[src/rtl/mod_n_counter_fsm.sv]
// mod_n_counter_fsm: modulo-N up/down counter as a registered Moore FSM with
// load, hold, wrap-around or one-shot stop at terminal count.
module mod_n_counter_fsm #(
    parameter int WIDTH   = 3,
    parameter int MODULUS = 5,
    parameter int INIT    = 0
) (
    input  logic             clk,
    input  logic             reset,
    input  logic             en,
    input  logic             up_dn,
    input  logic             load,
    input  logic [WIDTH-1:0] load_val,
    input  logic             one_shot,
    output logic [WIDTH-1:0] out,
    output logic             tc,
    output logic             wrap,
    output logic             done
);
    typedef enum logic {RUN, DONE} state_t;
    localparam logic [WIDTH-1:0] LAST  = WIDTH'(MODULUS - 1);
    localparam logic [WIDTH-1:0] START = WIDTH'(INIT);
    state_t           state, state_nxt;
    logic [WIDTH-1:0] out_nxt;
    logic             wrap_nxt;
    assign tc   = up_dn ? (out == LAST) : (out == '0);
    assign done = (state == DONE);
    always_ff @(posedge clk) begin
        if (reset) begin
            state <= RUN;
            out   <= START;
            wrap  <= 1'b0;
        end else begin
            state <= state_nxt;
            out   <= out_nxt;
            wrap  <= wrap_nxt;
        end
    end
    // Wrap targets are explicit so MODULUS < 2**WIDTH never relies on rollover.
    always_comb begin
        state_nxt = state;
        out_nxt   = out;
        wrap_nxt  = 1'b0;
        if (load) begin
            state_nxt = RUN;
            out_nxt   = (load_val > LAST) ? LAST : load_val;
        end else if (state == RUN && en) begin
            if (!tc)
                out_nxt = up_dn ? out + 1'b1 : out - 1'b1;
            else if (one_shot)
                state_nxt = DONE;
            else begin
                out_nxt  = up_dn ? '0 : LAST;
                wrap_nxt = 1'b1;
            end
        end
    end
endmodule
[config.mk]
export PLATFORM = sky130hd
export DESIGN_NAME = mod_n_counter_fsm
export DESIGN_NICKNAME = d
export VERILOG_FILES = /design/src/rtl/mod_n_counter_fsm.sv
export SDC_FILE = /design/constraint.sdc
export NUM_CORES = 1
export LEC_CHECK = 0
export BUFFER_PORTS_ARGS = -buffer_cell sky130_fd_sc_hd__buf_2
export CORE_AREA = 8 8 45 47
export DETAILED_ROUTE_END_ITERATION = 10
export DIE_AREA = 0 0 53 55
export MAX_ROUTING_LAYER = met4
export SLEW_MARGIN = 20
export SYNTH_ARGS = -nofsm -noshare
export SYNTH_HDL_FRONTEND = slang
export SYNTH_SLANG_ARGS = --single-unit
[constraint.sdc]
create_clock -name clk -period 2.2 [get_ports clk]
set_input_delay 0.22 -clock clk [delete_from_list [all_inputs] [get_ports clk]]
set_output_delay 0.22 -clock clk [all_outputs]
set_load 0.05 [all_outputs]
==> qor.yml, run 1 <==
outcome: "finished clean"
routed-via-count: 358
r2r_start: "out[0]$_SDFFE_PP0P_"
hpwl_um: 741
syn_inst: 41
crit_path_max_fanout: 5
critical_path_arrival_ns: 1.42
clkLatencyLatePin_ns: 0.25
cts_htree_levels: 1
overflow: 0
crit_cells: 3
rr_endpoint: "out[2]$_SDFFE_PP0P_"
die_area_sq_mm: 0.00292
crit_path_max_incr_delay_ns: 0.33
ios: 15
portBuffers: 14
grt_pass1_wl_um: 1410
cts.sinks: 5
grt_pass1_vias: 331
final_nets: 70
reg2reg_setup_slack_ns: 0.64
r2r_cells: 6
period_share: 0.746
yosys_warnings: 0
drive_gt1_frac: 0.339
worstHoldStart: "one_shot"
gp_congestion: 0.820
critical_path.endpoint: "tc"
fin_crit_ns: 1.64
worst_slew_pin_slew_ns: 0.350
maxSlewViolCount: 0
multi_input_area_sq_um: 211
diodes: 0
n_fill_cell: 148
worst_ep_required_time_ns: 1.98
post_cts_buffers: 0
routedWlPerCell_um: 12.2
ys_ff_latch: 5
setup_tns_ns: 0
drtIter0Drc: 3
p_leak_nw: 0.194
die_y_um: 55
tritoncts: "yes"
power_density_mw_per_mm2: 761
fin_area_sq_um: 443
start_util: 0.236
root_buffer: "clkbuf_4"
vias_per_cell: 4.77
placed_area_sq_um: 417
finalClockSkew_ns: 0.00309
synth_cell_types: 23
cts.reportedPaths.clkPinSlew_ns: 0.05
grt_max_degree: 9
rsz0062_at_grt: "no"
cts-resized-gates: 0
syn_nets: 51
cp_top_family: "simple AND/OR/NAND/NOR gates"
regArea_sq_um: 100
syn_area_sq_um: 327
antenna_found_initial: 0
rows: 14
worstPathCellList: "or2_2 > nor2_2 > buf_2"
detail-route-antenna-nets: 0
dp.cells: 71
cp_slowest_cell: "dfxtp_1"
end_kind: "output pin"
p_total_w: 0.000337
cts.path.max_buffers: 2
grt_usage: 0.0705
routed_wl_um: 915
critPathBufInv: 1
area_delta_synth_final_pct: 35.6
peakVddDrop_mv: 0.211
cts_hold_buffers: 0
avgSynthCellArea_sq_um: 7.96
ys_seq_area_frac: 0.307
stdcell_count: 75
crit_path_start_kind: "register"
dr.pass1.iters: 3
max_clock_freq_mhz: 609
critPathKind: "register to output pin"
slew_headroom: 0.761
cp-startpoint: "out[0]$_SDFFE_PP0P_"
die_w_um: 53
cts_buffers: 3
setup_viol: 0
cap_violations: 0
drc: 0
hold_viol_final: 0
core_area_sq_mm: 0.00138
hp-class: "input pin to register"
[per-layer routing]
metal  wire, um  GRT usage  up-vias  share of wire
met5          0          -        -              0
met3        129     0.0267        4           0.14
met2        360     0.0918       15           0.39
met4         27     0.0776        0          0.030
li1           -          -      184              -
met1        398     0.0762      155           0.43
[through the flow]
stage	utilization	hold WS [ns]	worst slack (ns)
6_report	0.320	0.166	0.559
5_1_grt	0.320	0.175	0.495
4_1_cts	0.320	0.163	0.559
3_5_place_dp	0.301	0.431	0.635
3_3_place_gp	0.301	0.433	0.668
2_1_floorplan	-	0.292	0.328
[sequential cells by signal, summed over array words and instances, names as in the netlist]
| register | flops |
|---|---|
| done | 1 |
| out | 3 |
| wrap | 1 |
[final cells by class]
| class | instances | area share |
|---|---|---|
| Clock buffer | 4 | 0.0593 |
| Inverter | 4 | 0.0339 |
| Sequential cell | 5 | 0.226 |
| Timing Repair Buffer | 14 | 0.158 |
| Multi-Input combinational cell | 32 | 0.477 |
| Tap cell | 16 | 0.0452 |
[cell usage after synthesis]
cell type	count	share of area
nor2_1	5	0.057
a311o_1	1	0.031
a2111oi_0	1	0.027
xnor2_1	1	0.027
or2_2	1	0.019
a32oi_1	1	0.027
fa_1	1	0.061
a21oi_1	3	0.046
nand2_1	3	0.034
nor2_2	1	0.019
xor2_1	1	0.027
nand2b_1	1	0.019
a221o_1	1	0.031
a311oi_1	2	0.054
inv_1	4	0.046
nor2b_1	1	0.019
or2b_2	1	0.027
o21ai_0	1	0.015
and2_1	1	0.019
dfxtp_1	5	0.31
o211ai_1	1	0.023
a31oi_1	1	0.019
nor3_1	3	0.046
[cell usage in the layout (no fill, tap or decap), drive strengths merged]
cell	n
clkbuf	4
and2	1
or2	1
nand2	3
buf	14
dfxtp	5
a31oi	1
a221o	1
nor2b	1
xnor2	1
nor2	6
o211ai	1
fa	1
a311o	1
inv	4
o21ai	1
a2111oi	1
a21oi	3
a32oi	1
a311oi	2
nor3	3
xor2	1
nand2b	1
or2b	1
[worst min-delay path by stage]
stage,to,slack [ns],cells past startpoint
4_1_cts,wrap$_SDFF_PP0_,0.16,2
3_3_place_gp,wrap$_SDFF_PP0_,0.43,2
5_1_grt,wrap$_SDFF_PP0_,0.18,2
2_1_floorplan,wrap$_SDFF_PP0_,0.29,1
3_5_place_dp,wrap$_SDFF_PP0_,0.43,2
6_report,wrap$_SDFF_PP0_,0.17,2
[cell families after synthesis]
logic type      Yosys count  share of synthesized area
simple gates             17                      0.261
compound gates           12                      0.272
flops                     5                      0.307
buf+inv                   4                     0.0460
xor+xnor                  2                     0.0536
fa+ha+maj                 1                     0.0613
[report_power, final]
part	switching, W	total (W)	internal [W]	leakage, nW
Sequential	0.00000751	0.000105	0.0000977	0.0411
Clock	0.0000459	0.000115	0.0000691	0.0150
Combinational	0.0000795	0.000117	0.0000372	0.138
Note: power is estimated with default switching activity, not from simulation.
==> run 2: changes to the inputs <==
--- a/config.mk
+++ b/config.mk
@@ -5,6 +5,7 @@
 export SDC_FILE = /design/constraint.sdc
 export NUM_CORES = 1
 export LEC_CHECK = 0
+export ABC_AREA = 1
 export BUFFER_PORTS_ARGS = -buffer_cell sky130_fd_sc_hd__buf_2
 export CORE_AREA = 8 8 45 47
 export DETAILED_ROUTE_END_ITERATION = 10
==> constraint.sdc (replaced) <==
create_clock -name clk -period 1.71 [get_ports clk]
set_input_delay 0.171 -clock clk [delete_from_list [all_inputs] [get_ports clk]]
set_output_delay 0.171 -clock clk [all_outputs]
set_load 0.05 [all_outputs]
==> run 2 against run 1 <==
Effect of this change:
- sequential power increased by 30%
- clock skew shrank 0.0017 ns
- die area unchanged
- power rose by 29%
- combinational power increased by 40%
- critical path depth rose by 2
- register-to-register slack lost 0.32 ns
- synthesized cell count increased by 34%
- highest routed layer is now met3
==> qor.yml, run 2 <==
outcome: "finished clean"
overflow: 0  # unchanged
cellInternalPower_w: 0.000264  # +29%
worst_ep_required_time_ns: 1.54  # -0.44 ns
syn_nets: 65  # +27%
worstPathCellList: "nand2_1 > nand2_2 > nand3_2 > inv_2 > buf_2"
drtIter0Drc: 19  # +16
r2r_start: "out[0]$_SDFFE_PP0P_"
yosysTopAreaCell: "dfxtp_1"
core_area_sq_mm: 0.00138  # unchanged
area_delta_synth_final_pct: 33.9
worst_slew_pin_slew_ns: 0.243  # -0.107 ns
grt_pass1_vias: 364  # +10%
critPathBufInv: 2  # +1
vias_per_cell: 4.53  # -5.1%
routed_wl_um: 875  # -4.4%
cts-resized-gates: 0  # unchanged
ios: 15  # unchanged
cts_buffers: 3  # unchanged
finalHoldWorstSlack_ns: 0.104  # -0.0614 ns
critical_path_arrival_ns: 1.31  # -0.11 ns
setup_ws_ns: 0.226  # -0.333 ns
cp_top_family: "flip-flops"
start_util: 0.253  # +0.0172
hpwl_um: 733  # -1.1%
post_cts_buffers: 0  # unchanged
routed-via-count: 403  # +13%
cts.sinks: 5  # unchanged
syn_area_sq_um: 350  # +7.3%
portBuffers: 14  # unchanged
power.switching_w: 0.000172  # +29%
synth-edff-count: 0  # unchanged
root_buffer: "clkbuf_4"
die_area_sq_mm: 0.00292  # unchanged
ys_seq_area_frac: 0.286  # -0.0208
yosys_warnings: 0  # unchanged
yosys-top-cells-count: "15 x nand2_1, 8 x inv_1, 6 x nor2_1"
cap_violations: 0  # unchanged
hp-class: "input pin to register"
synth_top_area_frac: 0.286  # -0.0208
cts.path.max_buffers: 2  # unchanged
layout_common_cells: "15 x nand2_1, 14 x buf_2, 8 x inv_1"
tritoncts: "yes"
dp.cells: 85  # +20%
regArea_sq_um: 103  # +2.5%
min_to: "out[2]$_SDFFE_PP0P_"
rows: 14  # unchanged
synth_most_common_cell: "nand2_1"
dp_slack_ns: 0.318  # -0.317 ns
cts_hold_buffers: 0  # unchanged
ys_ff_latch: 5  # unchanged
crit_path_max_fanout: 5  # unchanged
maxSlewViolCount: 0  # unchanged
detail-route-antenna-nets: 0  # unchanged
power_density_mw_per_mm2: 928  # +22%
syn_inst: 55  # +34%
crit_path_start_kind: "register"
peakVddDrop_mv: 0.569  # +170%
avgSynthCellArea_sq_um: 6.37  # -20%
cp_slowest_cell: "dfxtp_1"
grt_max_degree: 6  # -3
die_y_um: 55  # unchanged
final_nets: 84  # +20%
diodes: 0  # unchanged
synth-main-ff-cell: "dfxtp_1"
p_clk_frac: 0.310  # -0.031
routedWlPerCell_um: 9.83  # -19%
min_path_cells: 2  # unchanged
grt_pass1_wl_um: 1560  # +10%
dr.pass1.iters: 4  # +1
setup_tns_ns: 0  # unchanged
multi_input_area_sq_um: 213  # +0.59%
critPathKind: "register to output pin"
largest-register: "out"
antenna_found_initial: 0  # unchanged
die_w_um: 53  # unchanged
cts_htree_levels: 1  # unchanged
fin_crit_ns: 1.48
rr_endpoint: "out[1]$_SDFFE_PP0P_"
crit_path_max_incr_delay_ns: 0.40  # +0.07 ns
cts.reportedPaths.clkPinSlew_ns: 0.04  # about the same
p_leak_nw: 0.259  # +34%
rsz0062_at_grt: "no"
sw_frac_of_total: 0.394  # about the same
final_common_cell: "nand2_1"
pwr-share-seq: 0.313  # about the same
max_clock_freq_mhz: 674
period_share: 0.868
gp_congestion: 0.815  # -0.66%
hold_viol_final: 0  # unchanged
async_flop_share: 0  # unchanged
drive_gt1_frac: 0.370  # +0.0309
largest_reg_flops: 3  # unchanged
n_fill_cell: 160  # +8.1%
synth_cell_types: 16  # -30%
grt_usage: 0.0772  # +0.00672
stdcell_count: 89  # +19%
slew_headroom: 0.837  # +0.0757
setup_viol: 0  # unchanged
pwr-share-comb: 0.377  # +0.031
reg2reg_setup_slack_ns: 0.32  # -0.32 ns
end_kind: "output pin"
synth_area_leaders: "dfxtp_1 29%, nand2_1 16%, inv_1 8.6%"
clkLatencyLatePin_ns: 0.24  # about the same
finalClockSkew_ns: 0.00142  # -0.00168 ns
r2r_cells: 7  # +1
worstHoldStart: "reset"
drc: 0  # unchanged
-- run 2: cells by family (layout without fill, tap and decap cells) --
kind of cell | after synthesis | in the layout | share of synthesized area
AOI/OAI and AO/OA | 6 | 6 | 0.0964
adders and majority gates | 1 | 1 | 0.0571
buffers and inverters | 10 | 28 | 0.107
DFF | 5 | 5 | 0.286
and+or+nand+nor | 33 | 33 | 0.454
-- run 2: metal layers --
layer | GRT usage | vias up | part of all wire
li1 | - | 210 | -
met1 | 0.0852 | 171 | 0.45
met2 | 0.0996 | 22 | 0.41
met3 | 0.0642 | 0 | 0.15
met4 | 0.0259 | 0 | 0
met5 | - | - | 0
-- run 2: how the worst max path moves through the flow --
stage                        start                   to  slack (ns)  depth (start not counted)
6_report       out[2]$_SDFFE_PP0P_                   tc        0.23                          5
3_5_place_dp   out[0]$_SDFFE_PP0P_  out[1]$_SDFFE_PP0P_        0.32                          7
4_1_cts        out[2]$_SDFFE_PP0P_                   tc        0.21                          5
3_3_place_gp   out[0]$_SDFFE_PP0P_  out[1]$_SDFFE_PP0P_        0.33                          7
2_1_floorplan  out[0]$_SDFFE_PP0P_  out[1]$_SDFFE_PP0P_        0.14                          7
5_1_grt        out[2]$_SDFFE_PP0P_                   tc         0.1                          5
-- run 2: worst register-to-register path, delay by kind of cell (launching register included) --
family | cells | cell delay [ns]
DFF | 1 | 0.32
AOI/OAI and AO/OA | 1 | 0.15
adders and majority gates | 1 | 0.52
and+or+nand+nor | 4 | 0.19
buffers and inverters | 1 | 0.10
-- run 2: power by group through the flow --
stage,sequential [W],clock [W],combinational [W]
after global routing,0.000138,0.000154,0.000182
after CTS,0.000137,0.000141,0.000165
after global placement,0.000138,0,0.000164
final,0.000136,0.000135,0.000164
after detailed placement,0.000139,0,0.000164
after floorplan,0.000170,0,0.0000930
-- run 2: cell type report --
type | count | area share
flip-flops and latches | 5 | 0.219
inverters | 10 | 0.0800
multi-input cells | 40 | 0.453
repair buffers | 14 | 0.149
clock buffers | 4 | 0.0560
well taps | 16 | 0.0427
-- run 2: metrics by stage --
stage	utilization	total power (W)	area, sq um
final	0.339	0.000435	469
after global routing	0.339	0.000475	469
after CTS	0.339	0.000442	469
after detailed placement	0.320	0.000303	443
after global placement	0.320	0.000302	443
after floorplan	-	0.000263	353
